<file path="config.mk">
export PLATFORM = sky130hd
export DESIGN_NAME = serial_add_ctrl_flat
export DESIGN_NICKNAME = d
export VERILOG_FILES = /design/src/rtl/serial_arith_pkg.sv /design/src/rtl/serial_add_ctrl_if.sv /design/src/rtl/full_adder.sv /design/src/rtl/serial_add_ctrl.sv /design/src/flat_wrapper.sv
export SDC_FILE = /design/constraint.sdc
export NUM_CORES = 1
export LEC_CHECK = 0
export ABC_AREA = 1
export BUFFER_PORTS_ARGS = -buffer_cell sky130_fd_sc_hd__buf_2
export CORE_ASPECT_RATIO = 0.5
export CORE_MARGIN = 3
export CORE_UTILIZATION = 49
export CTS_CLUSTER_DIAMETER = 120
export DETAILED_ROUTE_END_ITERATION = 10
export PLACE_DENSITY = 0.84
export RECOVER_POWER = 25
export SLEW_MARGIN = 20
export SYNTH_ARGS = -nofsm -noshare
export SYNTH_HDL_FRONTEND = slang
export SYNTH_SLANG_ARGS = --single-unit
</file>
<file path="constraint.sdc">
create_clock -name clk_i -period 1.6 [get_ports clk_i]
set_input_delay 0.08 -clock clk_i [delete_from_list [all_inputs] [get_ports clk_i]]
set_output_delay 0.08 -clock clk_i [all_outputs]
set_load 0.1 [all_outputs]
</file>
<file path="src/rtl/serial_arith_pkg.sv">
// Shared types and limits for the bit-serial arithmetic blocks.
//   sa_state_t   : sequencer state encoding (IDLE, RUN, DONE)
//   SA_MAX_WIDTH : largest supported operand width
package serial_arith_pkg;

  typedef enum logic [1:0] {
    IDLE = 2'd0,
    RUN  = 2'd1,
    DONE = 2'd2
  } sa_state_t;

  localparam int SA_MAX_WIDTH = 64;

endpackage

</file>
<file path="src/rtl/serial_add_ctrl_if.sv">
// Operand/result handshake bundle for serial_add_ctrl.
// Signal suffixes are from the controller's point of view.
//   start_* : operand pair + mode handshake (producer -> controller)
//   res_*   : result handshake (controller -> consumer)
//   busy_o  : controller is in RUN or DONE
// Modports: master = producer/consumer side, slave = controller side.
interface serial_add_ctrl_if #(
  parameter int unsigned WIDTH = 8
);

  logic             start_valid_i;
  logic             start_ready_o;
  logic [WIDTH-1:0] a_i;
  logic [WIDTH-1:0] b_i;
  logic             cin_i;
  logic             sub_i;
  logic             res_valid_o;
  logic             res_ready_i;
  logic [WIDTH-1:0] sum_o;
  logic             cout_o;
  logic             ovf_o;
  logic             busy_o;

  modport master (
    output start_valid_i, a_i, b_i, cin_i, sub_i, res_ready_i,
    input  start_ready_o, res_valid_o, sum_o, cout_o, ovf_o, busy_o
  );

  modport slave (
    input  start_valid_i, a_i, b_i, cin_i, sub_i, res_ready_i,
    output start_ready_o, res_valid_o, sum_o, cout_o, ovf_o, busy_o
  );

endinterface

</file>
<file path="src/rtl/full_adder.sv">
// Single-bit full adder cell.
//   a_i, b_i, cin_i : addend bits and carry in
//   sum_o, cout_o   : sum bit and carry out
module full_adder (
  input  logic a_i,
  input  logic b_i,
  input  logic cin_i,
  output logic sum_o,
  output logic cout_o
);

  assign sum_o  = a_i ^ b_i ^ cin_i;
  assign cout_o = (a_i & b_i) | (cin_i & (a_i ^ b_i));

endmodule

</file>
<file path="src/rtl/serial_add_ctrl.sv">
// Bit-serial add/subtract sequencer around one full_adder cell.
// Operands are accepted on the start handshake, walked LSB-first through the
// cell one bit per clock, and the sum/carry/overflow are held on the result
// handshake until consumed.
//   clk_i : clock, rising edge
//   rst_i : synchronous reset, active-high
//   bus   : serial_add_ctrl_if.slave (start/result handshakes, busy)
module serial_add_ctrl
  import serial_arith_pkg::*;
#(
  parameter int unsigned WIDTH = 8
) (
  input  logic              clk_i,
  input  logic              rst_i,
  serial_add_ctrl_if.slave  bus
);

  localparam int unsigned CNT_W    = $clog2(WIDTH);
  localparam int unsigned RES_W    = WIDTH - 1;
  localparam logic [CNT_W-1:0] LAST_BIT = CNT_W'(WIDTH - 1);

  if ((WIDTH < 2) || (WIDTH > SA_MAX_WIDTH)) begin : g_bad_width
    $error("serial_add_ctrl: WIDTH out of range");
  end

  sa_state_t        state_q, state_d;
  logic [WIDTH-1:0] a_sh_q, a_sh_d;
  logic [WIDTH-1:0] b_sh_q, b_sh_d;
  logic [RES_W-1:0] res_sh_q, res_sh_d;
  logic [CNT_W-1:0] cnt_q, cnt_d;
  logic             carry_q, carry_d;
  logic [WIDTH-1:0] sum_q, sum_d;
  logic             cout_q, cout_d;
  logic             ovf_q, ovf_d;
  logic             start_ready_q, start_ready_d;
  logic             res_valid_q, res_valid_d;
  logic             busy_q, busy_d;

  logic             fa_sum, fa_cout;
  logic             accept;
  logic             last_bit;
  logic [WIDTH-1:0] res_full;

  assign accept   = (state_q == IDLE) && bus.start_valid_i;
  assign last_bit = (cnt_q == LAST_BIT);
  // New sum bit enters at the MSB; once all bits are in, this is the result.
  assign res_full = {fa_sum, res_sh_q};

  full_adder u_fa (
    .a_i    (a_sh_q[0]),
    .b_i    (b_sh_q[0]),
    .cin_i  (carry_q),
    .sum_o  (fa_sum),
    .cout_o (fa_cout)
  );

  // State register.
  always_ff @(posedge clk_i) begin
    if (rst_i) state_q <= IDLE;
    else       state_q <= state_d;
  end

  // Next-state logic; unused encodings fall back to IDLE.
  always_comb begin
    state_d = state_q;
    case (state_q)
      IDLE:    if (accept) state_d = RUN;
      RUN:     if (last_bit) state_d = DONE;
      DONE:    if (bus.res_ready_i) state_d = IDLE;
      default: state_d = IDLE;
    endcase
  end

  // Output and datapath next values; handshake flags decode the next state.
  always_comb begin
    a_sh_d        = a_sh_q;
    b_sh_d        = b_sh_q;
    res_sh_d      = res_sh_q;
    cnt_d         = cnt_q;
    carry_d       = carry_q;
    sum_d         = sum_q;
    cout_d        = cout_q;
    ovf_d         = ovf_q;
    start_ready_d = (state_d == IDLE);
    res_valid_d   = (state_d == DONE);
    busy_d        = (state_d == RUN) || (state_d == DONE);
    case (state_q)
      IDLE: begin
        if (accept) begin
          a_sh_d  = bus.a_i;
          b_sh_d  = bus.sub_i ? ~bus.b_i : bus.b_i;
          carry_d = bus.sub_i ? 1'b1 : bus.cin_i;
          cnt_d   = '0;
        end
      end
      RUN: begin
        a_sh_d   = a_sh_q >> 1;
        b_sh_d   = b_sh_q >> 1;
        res_sh_d = res_full[WIDTH-1:1];
        carry_d  = fa_cout;
        if (last_bit) begin
          sum_d  = res_full;
          cout_d = fa_cout;
          // carry_q is the carry into the MSB at this point.
          ovf_d  = carry_q ^ fa_cout;
        end else begin
          cnt_d  = cnt_q + CNT_W'(1);
        end
      end
      default: ;
    endcase
  end

  // Datapath and registered outputs.
  always_ff @(posedge clk_i) begin
    if (rst_i) begin
      a_sh_q        <= '0;
      b_sh_q        <= '0;
      res_sh_q      <= '0;
      cnt_q         <= '0;
      carry_q       <= 1'b0;
      sum_q         <= '0;
      cout_q        <= 1'b0;
      ovf_q         <= 1'b0;
      start_ready_q <= 1'b1;
      res_valid_q   <= 1'b0;
      busy_q        <= 1'b0;
    end else begin
      a_sh_q        <= a_sh_d;
      b_sh_q        <= b_sh_d;
      res_sh_q      <= res_sh_d;
      cnt_q         <= cnt_d;
      carry_q       <= carry_d;
      sum_q         <= sum_d;
      cout_q        <= cout_d;
      ovf_q         <= ovf_d;
      start_ready_q <= start_ready_d;
      res_valid_q   <= res_valid_d;
      busy_q        <= busy_d;
    end
  end

  assign bus.start_ready_o = start_ready_q;
  assign bus.res_valid_o   = res_valid_q;
  assign bus.sum_o         = sum_q;
  assign bus.cout_o        = cout_q;
  assign bus.ovf_o         = ovf_q;
  assign bus.busy_o        = busy_q;

endmodule
</file>
<file path="src/flat_wrapper.sv">
// flat-port wrapper written by rule: the top's interface ports become plain ports
module serial_add_ctrl_flat import serial_arith_pkg::*;
#(
  parameter int unsigned WIDTH = 8
)
  (clk_i, rst_i, bus_start_valid_i, bus_a_i, bus_b_i, bus_cin_i, bus_sub_i, bus_res_ready_i, bus_start_ready_o, bus_res_valid_o, bus_sum_o, bus_cout_o, bus_ovf_o, bus_busy_o);
  serial_add_ctrl_if #(.WIDTH(WIDTH)) bus_i ();
  input  logic clk_i;
  input  logic rst_i;
  input wire logic [$bits(bus_i.start_valid_i)-1:0] bus_start_valid_i;
  input wire logic [$bits(bus_i.a_i)-1:0] bus_a_i;
  input wire logic [$bits(bus_i.b_i)-1:0] bus_b_i;
  input wire logic [$bits(bus_i.cin_i)-1:0] bus_cin_i;
  input wire logic [$bits(bus_i.sub_i)-1:0] bus_sub_i;
  input wire logic [$bits(bus_i.res_ready_i)-1:0] bus_res_ready_i;
  output wire logic [$bits(bus_i.start_ready_o)-1:0] bus_start_ready_o;
  output wire logic [$bits(bus_i.res_valid_o)-1:0] bus_res_valid_o;
  output wire logic [$bits(bus_i.sum_o)-1:0] bus_sum_o;
  output wire logic [$bits(bus_i.cout_o)-1:0] bus_cout_o;
  output wire logic [$bits(bus_i.ovf_o)-1:0] bus_ovf_o;
  output wire logic [$bits(bus_i.busy_o)-1:0] bus_busy_o;
  assign bus_i.start_valid_i = bus_start_valid_i;
  assign bus_i.a_i = bus_a_i;
  assign bus_i.b_i = bus_b_i;
  assign bus_i.cin_i = bus_cin_i;
  assign bus_i.sub_i = bus_sub_i;
  assign bus_i.res_ready_i = bus_res_ready_i;
  assign bus_start_ready_o = bus_i.start_ready_o;
  assign bus_res_valid_o = bus_i.res_valid_o;
  assign bus_sum_o = bus_i.sum_o;
  assign bus_cout_o = bus_i.cout_o;
  assign bus_ovf_o = bus_i.ovf_o;
  assign bus_busy_o = bus_i.busy_o;
  serial_add_ctrl #(.WIDTH(WIDTH)) u_core (.clk_i(clk_i), .rst_i(rst_i), .bus(bus_i));
endmodule
</file>
==> run summary <==
Pwr Density = 951 mW/mm^2
Post-Syn Nets = 306
Die X = 93.9 um
Ys Warns = 0
area of the multi-input gates = 883 um^2
Clock Skew = 0.00565 ns
storage element area = 841 um^2
VDD IR max = 0.362 mV
Post-synth EDFFs = 0
Die Ht = 49.9 um
Row Count = 15
Place WS = 0.0273 ns
hold path endpoint = u_core.a_sh_q[7]
dpl cells = 361
Synth top area share = 44.4%
hold buffers post-CTS = 0
Final Hold Vio Count = 0
fin crit period = 1.54 ns
effective utilization at floorplan = 53.1%
Worst setup EP type = flip-flop
DRC = 0
status = finished clean
1st-pass router iterations = 4
wire per inst = 11.2 um
Routed Antenna Nets = 0
max cap viols = 0
GRT Residual Overflow = 0
worst r2r src = u_core.cnt_q[0]
Buffers on Ports = 34
synthesized area = 0.00189 mm^2
fmax = 0.650 GHz
H-tree levels = 2
core area = 0.00357 mm^2
HP Start = bus_a_i[7]
reg2reg end = u_core.bus.start_ready_o
Hold Path Depth = 3
Reg clk slew, reported paths = 0.08 ns
DR iter-0 viols = 92
Synth top cells by count = nand2_1 (87), dfxtp_1 (42), nor2_1 (40), nand3_1 (32), inv_1 (30)
share of cells above drive strength 1 = 18.6%
synth top area cells = dfxtp_1 (44%), nand2_1 (17%), nand3_1 (8.5%)
DR vias/cell = 4.80
count leader, synth = nand2_1
via count of the first global-routing pass = 1497
ys flop type = dfxtp_1
Worst-Skew Late Latency = 0.29 ns
RSZ-0062 raised after global routing = no
CTS tree = done
Post-DP Area = 0.00214 mm^2
syn avg cell area = 6.78 um^2
CP Class = reg2reg
Yosys top cell by area = dfxtp_1
Crit path arrival time = 1.72 ns
Filler cells = 311
DPL Wire Length = 2910 um
fin. max-slew vios = 0
setup_tns = 0 ns
cell count after synthesis = 279
GP Congestion = 0.797
Worst R2R Setup Slack = 0.06 ns
CTS buffer count = 5
WL final = 4130 um
Lkg Pwr = 1.13 nW
slew margin rel. = 64.0%
period utilization = 96.2%
Final WS setup = 0.0611 ns
IO Pins = 35
synth unique cells = 18
Max FO, Critical Path = 4
P&R area growth vs syn = 17.7%
Clock Tree Root = clkbuf_8
Critical Path RT = 1.79 ns
first-pass GRT wire length = 6830 um
Final Non-Filler Cells = 369
worst r2r path cells = 6
Final #Nets = 344
final instance area = 0.00223 mm^2
initial antenna violation count = 0
largest buffer count on any clock path = 2
CP Launch Type = flip-flop
Die ar. = 0.00469 mm^2
Least-Margin Pin Slew = 0.542 ns
total power = 2.12 mW
setup violators final = 0
worst hold path type = in2reg
GRT Util Overall = 18.7%
CTS Sinks = 42
fraction of registers with async set/reset = 0%
routed vias = 1771
Antenna Cells = 0
register area share after synthesis = 44.4%
pin count of the biggest net entering global routing = 26
Seq cells post-synth = 42
==> cell families after synthesis <==
family,count (synthesis),synth area share [%]
AND/OR/NAND/NOR,165,36.0
flip-flops,42,44.4
XOR/XNOR,2,0.926
AO/OA/AOI/OAI,22,5.82
buffers and inverters,43,9.13
adder cells (fa/ha/maj),5,3.70
==> registers in the layout, summed over array words and instances (netlist names) <==
name                      cells
u_core.bus.ovf_o              1
u_core.bus.busy_o             1
u_core.carry_q                1
u_core.a_sh_q                 8
u_core.bus.start_ready_o      1
u_core.cnt_q                  3
u_core.bus.res_valid_o        1
u_core.state_q                2
u_core.res_sh_q               7
u_core.b_sh_q                 8
u_core.bus.sum_o              8
u_core.bus.cout_o             1
==> worst max path at each step <==
stage,start,to,cells past startpoint
after detailed placement,u_core.cnt_q[0],u_core.bus.start_ready_o,6
after CTS,u_core.cnt_q[0],u_core.bus.start_ready_o,6
final,u_core.cnt_q[0],u_core.bus.start_ready_o,6
after global routing,u_core.cnt_q[0],u_core.bus.start_ready_o,6
after floorplan,u_core.cnt_q[0],u_core.bus.start_ready_o,6
after global placement,u_core.cnt_q[0],u_core.bus.start_ready_o,6
==> critical path: stages, from the launching register on <==
cell and delay, ns:
dfxtp_1 0.33, ha_1 0.20, ha_1 0.22, nor2_2 0.14, nor2_2 0.08, ha_1 0.21
or2_2 0.26
==> report_power, final <==
part / leakage, nW / internal (mW) / switching (mW)
clock: 0.0441 / 0.306 / 0.364
combinational: 0.743 / 0.109 / 0.205
sequential: 0.343 / 1.10 / 0.0347
==> final cells by class <==
type / instances / area share, %
clock inverters: 3 / 0.955
flip-flops and latches: 42 / 37.8
multi-input cells: 194 / 39.7
repair buffers: 43 / 10.4
well taps: 51 / 2.87
clock buffers: 5 / 3.09
inverters: 31 / 5.22
==> cells in the final DEF (no fill, tap or decap), types with 2 or more instances in the layout <==
cell type,netlist,layout
a21oi_1,14,14
nor2_2,2,4
buf_4,0,7
buf_2,9,24
clkbuf_2,0,12
nor2_1,40,38
clkbuf_8,0,5
dfxtp_1,42,42
ha_1,4,4
nand3_1,32,32
o21ai_0,8,8
nand2_1,87,87
inv_1,30,30
xor2_1,2,2
==> repair_timing <==
action | CTS | global route
resized for setup | 0 | 2
setup buffers | 0 | 0
endpoints found under the setup margin | 0 | 2
==> metrics by stage <==
stage / hold WS, ns / util [%]
after global routing: 0.0550 / 62.5
after detailed placement: 0.345 / 59.9
after floorplan: 0.223 / -
final: 0.0388 / 62.5
after global placement: 0.352 / 59.9
after CTS: 0.0356 / 62.5
==> layer usage <==
layer,GRT usage [%],up-vias,wire length (um)
met5,0,-,0
met4,5.04,0,48
met3,5.03,7,213
met2,30.7,47,1930
met1,24.3,782,1950
li1,-,935,-
Power figures use the tool's default switching activity.
